<file path="src/rtl/fxp_rescale_scheduler.sv">
// fxp_rescale_scheduler
// Time-shared fixed-point rescaler. A round-robin arbiter picks one of
// NUM_CH requesters per cycle. A two-stage pipeline applies that channel's
// run-time binary-point shift, with optional saturation.
//
// Handshake semantics (both sides): a transfer happens on a rising clk edge
// where valid and ready are both high. The producer keeps valid and data
// stable until the transfer. in_ready is a one-hot grant (or zero) that
// depends on in_valid, so a requester must not wait for in_ready before
// raising in_valid.
//
// Pipeline:
//   S1 - captured sample, channel, and the channel's shift/sat settings
//        as they stood at grant time.
//   S2 - result registers that drive out_data/out_ch/out_sat directly.
// Advance rule: adv2 = !out_valid | out_ready, adv1 = !s1_valid | adv2.

module fxp_rescale_scheduler #(
    parameter int NUM_CH      = 4,
    parameter int IN_WIDTH    = 16,
    parameter int OUT_WIDTH   = 16,
    parameter int SHIFT_WIDTH = 5,
    parameter int IS_SIGNED   = 1
) (
    input  logic                         clk,
    input  logic                         reset_n,

    input  logic [NUM_CH-1:0]            in_valid,
    output logic [NUM_CH-1:0]            in_ready,
    input  logic [NUM_CH*IN_WIDTH-1:0]   in_data,

    input  logic                         cfg_we,
    input  logic [$clog2(NUM_CH)-1:0]    cfg_ch,
    input  logic [SHIFT_WIDTH-1:0]       cfg_shift,
    input  logic                         cfg_sat,

    output logic                         out_valid,
    input  logic                         out_ready,
    output logic [OUT_WIDTH-1:0]         out_data,
    output logic [$clog2(NUM_CH)-1:0]    out_ch,
    output logic                         out_sat,

    output logic                         busy
);

    localparam int CH_W  = $clog2(NUM_CH);
    // Sixteen guard bits above the input hold any left shift of up to +15
    // without losing the sign, so overflow is detected exactly.
    localparam int INT_W = IN_WIDTH + 16;

    localparam logic [OUT_WIDTH-1:0] SMAX = {1'b0, {(OUT_WIDTH-1){1'b1}}};
    localparam logic [OUT_WIDTH-1:0] SMIN = {1'b1, {(OUT_WIDTH-1){1'b0}}};
    localparam logic [OUT_WIDTH-1:0] UMAX = {OUT_WIDTH{1'b1}};

    // ------------------------------------------------------------------
    // Per-channel configuration
    // ------------------------------------------------------------------
    logic [NUM_CH-1:0][SHIFT_WIDTH-1:0] r_cfg_shift;
    logic [NUM_CH-1:0]                  r_cfg_sat;

    // ------------------------------------------------------------------
    // Arbiter / pipeline state
    // ------------------------------------------------------------------
    logic [CH_W-1:0]        r_ptr;

    logic                   r_s1_valid;
    logic [IN_WIDTH-1:0]    r_s1_data;
    logic [CH_W-1:0]        r_s1_ch;
    logic [SHIFT_WIDTH-1:0] r_s1_shift;
    logic                   r_s1_sat;

    logic                   r_out_valid;
    logic [OUT_WIDTH-1:0]   r_out_data;
    logic [CH_W-1:0]        r_out_ch;
    logic                   r_out_sat;

    logic                   w_adv1;
    logic                   w_adv2;

    logic [NUM_CH-1:0]      w_grant;
    logic                   w_grant_any;
    logic [CH_W-1:0]        w_grant_ch;
    logic [CH_W-1:0]        w_ptr_next;

    logic [IN_WIDTH-1:0]    w_sel_data;
    logic [SHIFT_WIDTH-1:0] w_sel_shift;
    logic                   w_sel_sat;

    logic                   w_sign_bit;
    logic [INT_W-1:0]       w_ext;
    logic signed [INT_W-1:0] w_ext_s;
    logic                   w_shift_neg;
    logic [SHIFT_WIDTH-1:0] w_shamt;
    logic [INT_W-1:0]       w_shifted;
    logic                   w_ovf;
    logic                   w_neg;
    logic [OUT_WIDTH-1:0]   w_res_data;
    logic                   w_res_sat;

    // Pipeline advance conditions
    assign w_adv2 = !r_out_valid || out_ready;
    assign w_adv1 = !r_s1_valid || w_adv2;

    // ------------------------------------------------------------------
    // Configuration registers: one write port, never stalls the pipeline.
    // A grant in the same cycle as a write sees the old value because S1
    // samples the register outputs, not the write data.
    // ------------------------------------------------------------------
    for (genvar g = 0; g < NUM_CH; g++) begin : g_cfg
        // Hold shift/sat for channel g; update on a matching config write
        always_ff @(posedge clk or negedge reset_n) begin
            if (!reset_n) begin
                r_cfg_shift[g] <= '0;
                r_cfg_sat[g]   <= 1'b0;
            end else if (cfg_we && (cfg_ch == CH_W'(g))) begin
                r_cfg_shift[g] <= cfg_shift;
                r_cfg_sat[g]   <= cfg_sat;
            end
        end
    end

    // ------------------------------------------------------------------
    // Round-robin arbiter: first valid channel at or above r_ptr, wrapping.
    // Granting only when S1 can accept keeps in_ready a true acceptance.
    // ------------------------------------------------------------------
    // Scan requesters starting from the pointer and form the one-hot grant
    always_comb begin
        logic [CH_W-1:0] v_scan;
        v_scan      = '0;
        w_grant     = '0;
        w_grant_any = 1'b0;
        w_grant_ch  = '0;
        for (int j = 0; j < NUM_CH; j++) begin
            v_scan = CH_W'((int'(r_ptr) + j) % NUM_CH);
            if (w_adv1 && !w_grant_any && in_valid[v_scan]) begin
                w_grant_any = 1'b1;
                w_grant_ch  = v_scan;
            end
        end
        if (w_grant_any) begin
            w_grant[w_grant_ch] = 1'b1;
        end
    end

    assign in_ready = w_grant;

    // Pointer moves to the channel after the winner, wrapping at NUM_CH
    assign w_ptr_next = (w_grant_ch == CH_W'(NUM_CH - 1)) ? '0
                                                          : w_grant_ch + CH_W'(1);

    // Mux the winner's sample and its current configuration
    assign w_sel_data  = in_data[w_grant_ch*IN_WIDTH +: IN_WIDTH];
    assign w_sel_shift = r_cfg_shift[w_grant_ch];
    assign w_sel_sat   = r_cfg_sat[w_grant_ch];

    // Round-robin pointer: advances only on a grant
    always_ff @(posedge clk or negedge reset_n) begin
        if (!reset_n) begin
            r_ptr <= '0;
        end else if (w_grant_any) begin
            r_ptr <= w_ptr_next;
        end
    end

    // ------------------------------------------------------------------
    // Stage 1: capture the granted sample with its configuration snapshot
    // ------------------------------------------------------------------
    // Load S1 whenever it can advance; empties when nothing was granted
    always_ff @(posedge clk or negedge reset_n) begin
        if (!reset_n) begin
            r_s1_valid <= 1'b0;
            r_s1_data  <= '0;
            r_s1_ch    <= '0;
            r_s1_shift <= '0;
            r_s1_sat   <= 1'b0;
        end else if (w_adv1) begin
            r_s1_valid <= w_grant_any;
            if (w_grant_any) begin
                r_s1_data  <= w_sel_data;
                r_s1_ch    <= w_grant_ch;
                r_s1_shift <= w_sel_shift;
                r_s1_sat   <= w_sel_sat;
            end
        end
    end

    // ------------------------------------------------------------------
    // Rescale arithmetic on the S1 contents
    // ------------------------------------------------------------------
    assign w_sign_bit  = (IS_SIGNED != 0) ? r_s1_data[IN_WIDTH-1] : 1'b0;
    assign w_ext       = {{16{w_sign_bit}}, r_s1_data};
    assign w_ext_s     = w_ext;
    assign w_shift_neg = r_s1_shift[SHIFT_WIDTH-1];
    // Magnitude of the shift; -2^(SHIFT_WIDTH-1) maps to its unsigned value
    assign w_shamt     = w_shift_neg ? (~r_s1_shift + SHIFT_WIDTH'(1)) : r_s1_shift;

    // Left shift for positive amounts, arithmetic or logical right otherwise
    always_comb begin
        w_shifted = w_ext;
        if (!w_shift_neg) begin
            w_shifted = w_ext << w_shamt;
        end else if (IS_SIGNED != 0) begin
            w_shifted = w_ext_s >>> w_shamt;
        end else begin
            w_shifted = w_ext >> w_shamt;
        end
    end

    // Range check of the wide result against the OUT_WIDTH format
    always_comb begin
        w_neg = 1'b0;
        w_ovf = 1'b0;
        if (IS_SIGNED != 0) begin
            w_neg = w_shifted[INT_W-1];
            // In range only when every bit from the output sign bit upward agrees
            w_ovf = !((&w_shifted[INT_W-1:OUT_WIDTH-1]) ||
                      !(|w_shifted[INT_W-1:OUT_WIDTH-1]));
        end else begin
            w_ovf = |w_shifted[INT_W-1:OUT_WIDTH];
        end
    end

    // Clamp when saturation is enabled and the value does not fit, else wrap
    always_comb begin
        w_res_data = w_shifted[OUT_WIDTH-1:0];
        w_res_sat  = 1'b0;
        if (r_s1_sat && w_ovf) begin
            w_res_sat = 1'b1;
            if (IS_SIGNED != 0) begin
                w_res_data = w_neg ? SMIN : SMAX;
            end else begin
                w_res_data = UMAX;
            end
        end
    end

    // ------------------------------------------------------------------
    // Stage 2: output registers; frozen while the consumer stalls
    // ------------------------------------------------------------------
    // Load the result when S2 can advance; outputs hold otherwise
    always_ff @(posedge clk or negedge reset_n) begin
        if (!reset_n) begin
            r_out_valid <= 1'b0;
            r_out_data  <= '0;
            r_out_ch    <= '0;
            r_out_sat   <= 1'b0;
        end else if (w_adv2) begin
            r_out_valid <= r_s1_valid;
            if (r_s1_valid) begin
                r_out_data <= w_res_data;
                r_out_ch   <= r_s1_ch;
                r_out_sat  <= w_res_sat;
            end
        end
    end

    assign out_valid = r_out_valid;
    assign out_data  = r_out_data;
    assign out_ch    = r_out_ch;
    assign out_sat   = r_out_sat;
    assign busy      = r_s1_valid || r_out_valid;

endmodule

</file>
<file path="config.mk">
export PLATFORM = sky130hd
export DESIGN_NAME = fxp_rescale_scheduler
export DESIGN_NICKNAME = d
export VERILOG_FILES = /design/src/rtl/fxp_rescale_scheduler.sv
export SDC_FILE = /design/constraint.sdc
export NUM_CORES = 1
export LEC_CHECK = 0
export ABC_AREA = 0
export CORE_ASPECT_RATIO = 0.5
export CORE_MARGIN = 3
export CORE_UTILIZATION = 54
export DETAILED_ROUTE_END_ITERATION = 16
export PLACE_DENSITY = 0.82
export SYNTH_ARGS = -nofsm -noshare
export SYNTH_HDL_FRONTEND = slang
export SYNTH_SLANG_ARGS = --single-unit
</file>
<file path="constraint.sdc">
create_clock -name clk -period 4.1 [get_ports clk]
set_clock_uncertainty 0.15 [all_clocks]
set_input_delay 0.41 -clock clk [delete_from_list [all_inputs] [get_ports clk]]
set_output_delay 0.41 -clock clk [all_outputs]
set_load 0.1 [all_outputs]
</file>
==> flow_results.xml <==
<?xml version="1.0" encoding="UTF-8"?>
<metrics>
  <group name="run_status">
    <metric name="status" unit="">finished, final reports clean</metric>
  </group>
  <group name="grt">
    <metric name="wire_length_of_the_first_global_routing_pass" unit="µm">25300</metric>
    <metric name="grt.total_usage" unit="%">27.6</metric>
    <metric name="first_global_vias" unit="">4831</metric>
    <metric name="grtUsageMet3" unit="%">7.82</metric>
    <metric name="gr-max-usage-layer" unit="">met2</metric>
    <metric name="use_met2" unit="%">43.5</metric>
    <metric name="met1_usage" unit="%">37.9</metric>
    <metric name="globalRoute.totalOverflow" unit="">0</metric>
    <metric name="grt_antenna_before_repair" unit="">0</metric>
    <metric name="grt_start_max_net_pins" unit="">39</metric>
  </group>
  <group name="logic_synthesis">
    <metric name="synth_seq_area_share" unit="%">31.9</metric>
    <metric name="netlist.top_cell.by_area" unit="">dfrtp_1</metric>
    <metric name="synth_largest_type_area_fraction" unit="%">31.9</metric>
    <metric name="synth_async_sr_flop_share" unit="%">100</metric>
    <metric name="post_synth_inst_count" unit="">533</metric>
    <metric name="synth.avg_cell_area" unit="µm²">10.4</metric>
    <metric name="synthFlopType" unit="">dfrtp_1</metric>
    <metric name="synthesis.nets" unit="">618</metric>
    <metric name="ys_warn_count" unit="">0</metric>
    <metric name="post_synth_instance_area" unit="µm²">5560</metric>
    <metric name="synth-seq-cells" unit="">71</metric>
    <metric name="synth_top_cells_by_area" unit="">dfrtp_1, mux4_2, mux2_2</metric>
    <metric name="count_of_flip_flops_with_a_built_in_enable_after_synthesis" unit="">0</metric>
    <metric name="yosysUniqueCellTypes" unit="">70</metric>
  </group>
  <group name="clocking">
    <metric name="cts_root_buffer" unit="">clkbuf_16</metric>
    <metric name="cts.sink_count" unit="">71</metric>
    <metric name="clock_latency_on_the_worst_skew_pair" unit="ns">0.34</metric>
    <metric name="clock_tree.htree_level_count" unit="">3</metric>
    <metric name="cts_inserted_buffers" unit="">9</metric>
    <metric name="clock_tree_from_tritoncts" unit="">yes</metric>
    <metric name="postCtsHoldBufs" unit="">0</metric>
    <metric name="postCtsSetupBuffers" unit="">0</metric>
    <metric name="post_cts_resize_count" unit="">0</metric>
    <metric name="clk_transition_reported_paths" unit="ns">0.07</metric>
    <metric name="clockBufferDepth" unit="">2</metric>
  </group>
  <group name="timing">
    <metric name="max-slew-margin-rel" unit="%">31.9</metric>
    <metric name="fin_crit_sh" unit="%">86.4</metric>
    <metric name="rsz0062_at_grt" unit="">false</metric>
    <metric name="transition_time_at_the_pin_with_the_least_slew_margin" unit="ns">1.02</metric>
    <metric name="fmax" unit="MHz">282</metric>
    <metric name="final.setup.tns" unit="ns">0</metric>
    <metric name="finalSetupViolations" unit="">0</metric>
    <metric name="final_hold_violating_endpoints" unit="">0</metric>
    <metric name="slew_violations" unit="">0</metric>
    <metric name="final_period_minus_worst_setup_slack" unit="ns">3.54</metric>
  </group>
  <group name="worst_setup_path">
    <metric name="critical_path_arrival" unit="ns">3.58</metric>
    <metric name="worstSetupEndpointType" unit="">register</metric>
    <metric name="r2r-end" unit="">out_data[4]</metric>
    <metric name="setup.worst_path.start_class" unit="">register</metric>
    <metric name="critical_path.startpoint" unit="">r_s1_shift[0]</metric>
    <metric name="endpoint" unit="">out_data[4]</metric>
    <metric name="critical_path_class" unit="">register to register</metric>
    <metric name="regToRegStartpoint" unit="">r_s1_shift[0]</metric>
    <metric name="reg2reg_setup_slack" unit="ns">0.56</metric>
    <metric name="worstPathRequired" unit="ns">4.13</metric>
    <metric name="depth_of_the_worst_register_to_register_path" unit="">11</metric>
    <metric name="worst-path-max-fanout" unit="">23</metric>
  </group>
  <group name="run">
    <metric name="max_cap_viol_count" unit="">0</metric>
  </group>
  <group name="floorplanning">
    <metric name="floorplan.rows" unit="">25</metric>
    <metric name="starting_density_of_the_core" unit="%">57.2</metric>
    <metric name="core_area" unit="µm²">9730</metric>
    <metric name="die_area" unit="µm²">11600</metric>
    <metric name="floorplan.die.height" unit="µm">77.8</metric>
    <metric name="ios" unit="">105</metric>
    <metric name="die_width" unit="µm">150</metric>
  </group>
  <group name="placement">
    <metric name="dp_hpwl" unit="µm">11600</metric>
    <metric name="routabilityCongestion" unit="">1.04</metric>
    <metric name="port-buffer-count" unit="">104</metric>
    <metric name="dpl_cell_area" unit="µm²">6740</metric>
    <metric name="place_inst" unit="">748</metric>
  </group>
  <group name="finish">
    <metric name="final_area" unit="µm²">7030</metric>
    <metric name="area.growth.synth_to_final" unit="%">26.4</metric>
    <metric name="diode_count" unit="">0</metric>
    <metric name="seqCellArea" unit="µm²">1780</metric>
    <metric name="n_fill_cell" unit="">685</metric>
    <metric name="multiInputGateArea" unit="µm²">3540</metric>
    <metric name="finalNetCount" unit="">709</metric>
    <metric name="final_layout_size_suffix_gt1_share" unit="%">23.1</metric>
    <metric name="layout_commonest_cell" unit="">clkdlybuf4s50_1</metric>
    <metric name="most_used_cells_in_the_layout_excluding_fill_and_tap_cells" unit="">clkdlybuf4s50_1, dfrtp_1, nand2_1, mux2_2, mux2i_1</metric>
    <metric name="final-instance-count-excl-fill" unit="">764</metric>
  </group>
  <group name="detailed_routing">
    <metric name="ant_nets" unit="">0</metric>
    <metric name="drt_wl_total" unit="µm">15500</metric>
    <metric name="drt-wirelength-per-cell" unit="µm">20.4</metric>
    <metric name="num_vias" unit="">4914</metric>
    <metric name="drt_pre_antenna_iters" unit="">5</metric>
    <metric name="drt_drc_violations_left" unit="">0</metric>
    <metric name="viasPerCell" unit="">6.43</metric>
    <metric name="first_iter_violations" unit="">696</metric>
  </group>
  <group name="hold_path">
    <metric name="hold_path_class" unit="">primary input to async pin</metric>
  </group>
</metrics>
kinds of logic after synthesis:
kind of cell    synth area share, %
buf+inv                        4.88
flops                          31.9
compound gates                 15.4
mux                            33.1
simple gates                   12.9
xor+xnor                      0.630
fa+ha+maj                      1.12
through the flow:
step	setup slack (ns)	hold WS [ns]	utilization (%)
floorplan	0.363	-0.0356	-
global placement	0.648	0.298	69.3
detailed placement	0.602	0.314	69.3
CTS	0.604	0.0761	72.2
global route	0.305	0.116	72.2
finish	0.556	0.0383	72.2
final cells by class:
class | count | share of cell area [%]
tap | 135 | 2.40
timing repair buffer | 122 | 17.2
multi-input combinational | 409 | 50.4
sequential | 71 | 25.3
clock buffer | 9 | 3.20
clock inverter | 7 | 0.890
inverter | 11 | 0.588
Yosys cell counts, drive strengths merged (5+ instances only):
cell type / count
a31oi: 6
mux2: 53
buf: 21
nand3b: 5
a211oi: 6
ha: 5
mux4: 32
a221oi: 5
a21oi: 16
dfrtp: 71
nand2: 58
o21ai: 16
mux2i: 51
nand3: 25
clkbuf: 21
nand2b: 6
nor2b: 5
nor2: 31
inv: 9
o311ai: 5
nor3: 6
o221ai: 6
and3: 6
o211ai: 10
state kept, by name, summed over array words and instances (netlist names):
register,count
r_cfg_sat,4
r_s1_shift,5
r_s1_data,16
out_valid,1
r_s1_valid,1
r_s1_sat,1
out_sat,1
r_s1_ch,2
r_ptr,2
out_ch,2
r_cfg_shift,20
out_data,16
critical path, cell delays in order (launching register included):
cell and delay (ns):
dfrtp_1 0.35, inv_1 0.06, ha_1 0.40, mux2i_2 0.18, buf_4 0.33, mux2i_1 0.39
mux2i_1 0.18, a22o_1 0.26, o211ai_1 0.26, o2111ai_2 0.31, nand4_1 0.34, o311ai_1 0.16
layer usage:
metal | part of all wire [%] | wire length (µm)
met5 | 0 | 0
met4 | 1.8 | 284
met3 | 8.5 | 1320
met2 | 46 | 7210
met1 | 43 | 6730
how the worst min path moves through the flow:
stage	startpoint	end	slack, ns	cells after the start
floorplan	reset_n	out_ch[0]	-0.04	0
global placement	r_s1_ch[0]	out_ch[0]	0.30	2
detailed placement	out_ch[1]	out_ch[1]	0.31	2
CTS	reset_n	out_data[9]	0.08	1
global route	reset_n	out_data[9]	0.12	1
finish	reset_n	out_data[9]	0.04	1
Power is left out: the tool's default activity adds up to more than one toggle a clock period on the data nets, which glitch-free logic cannot reach.
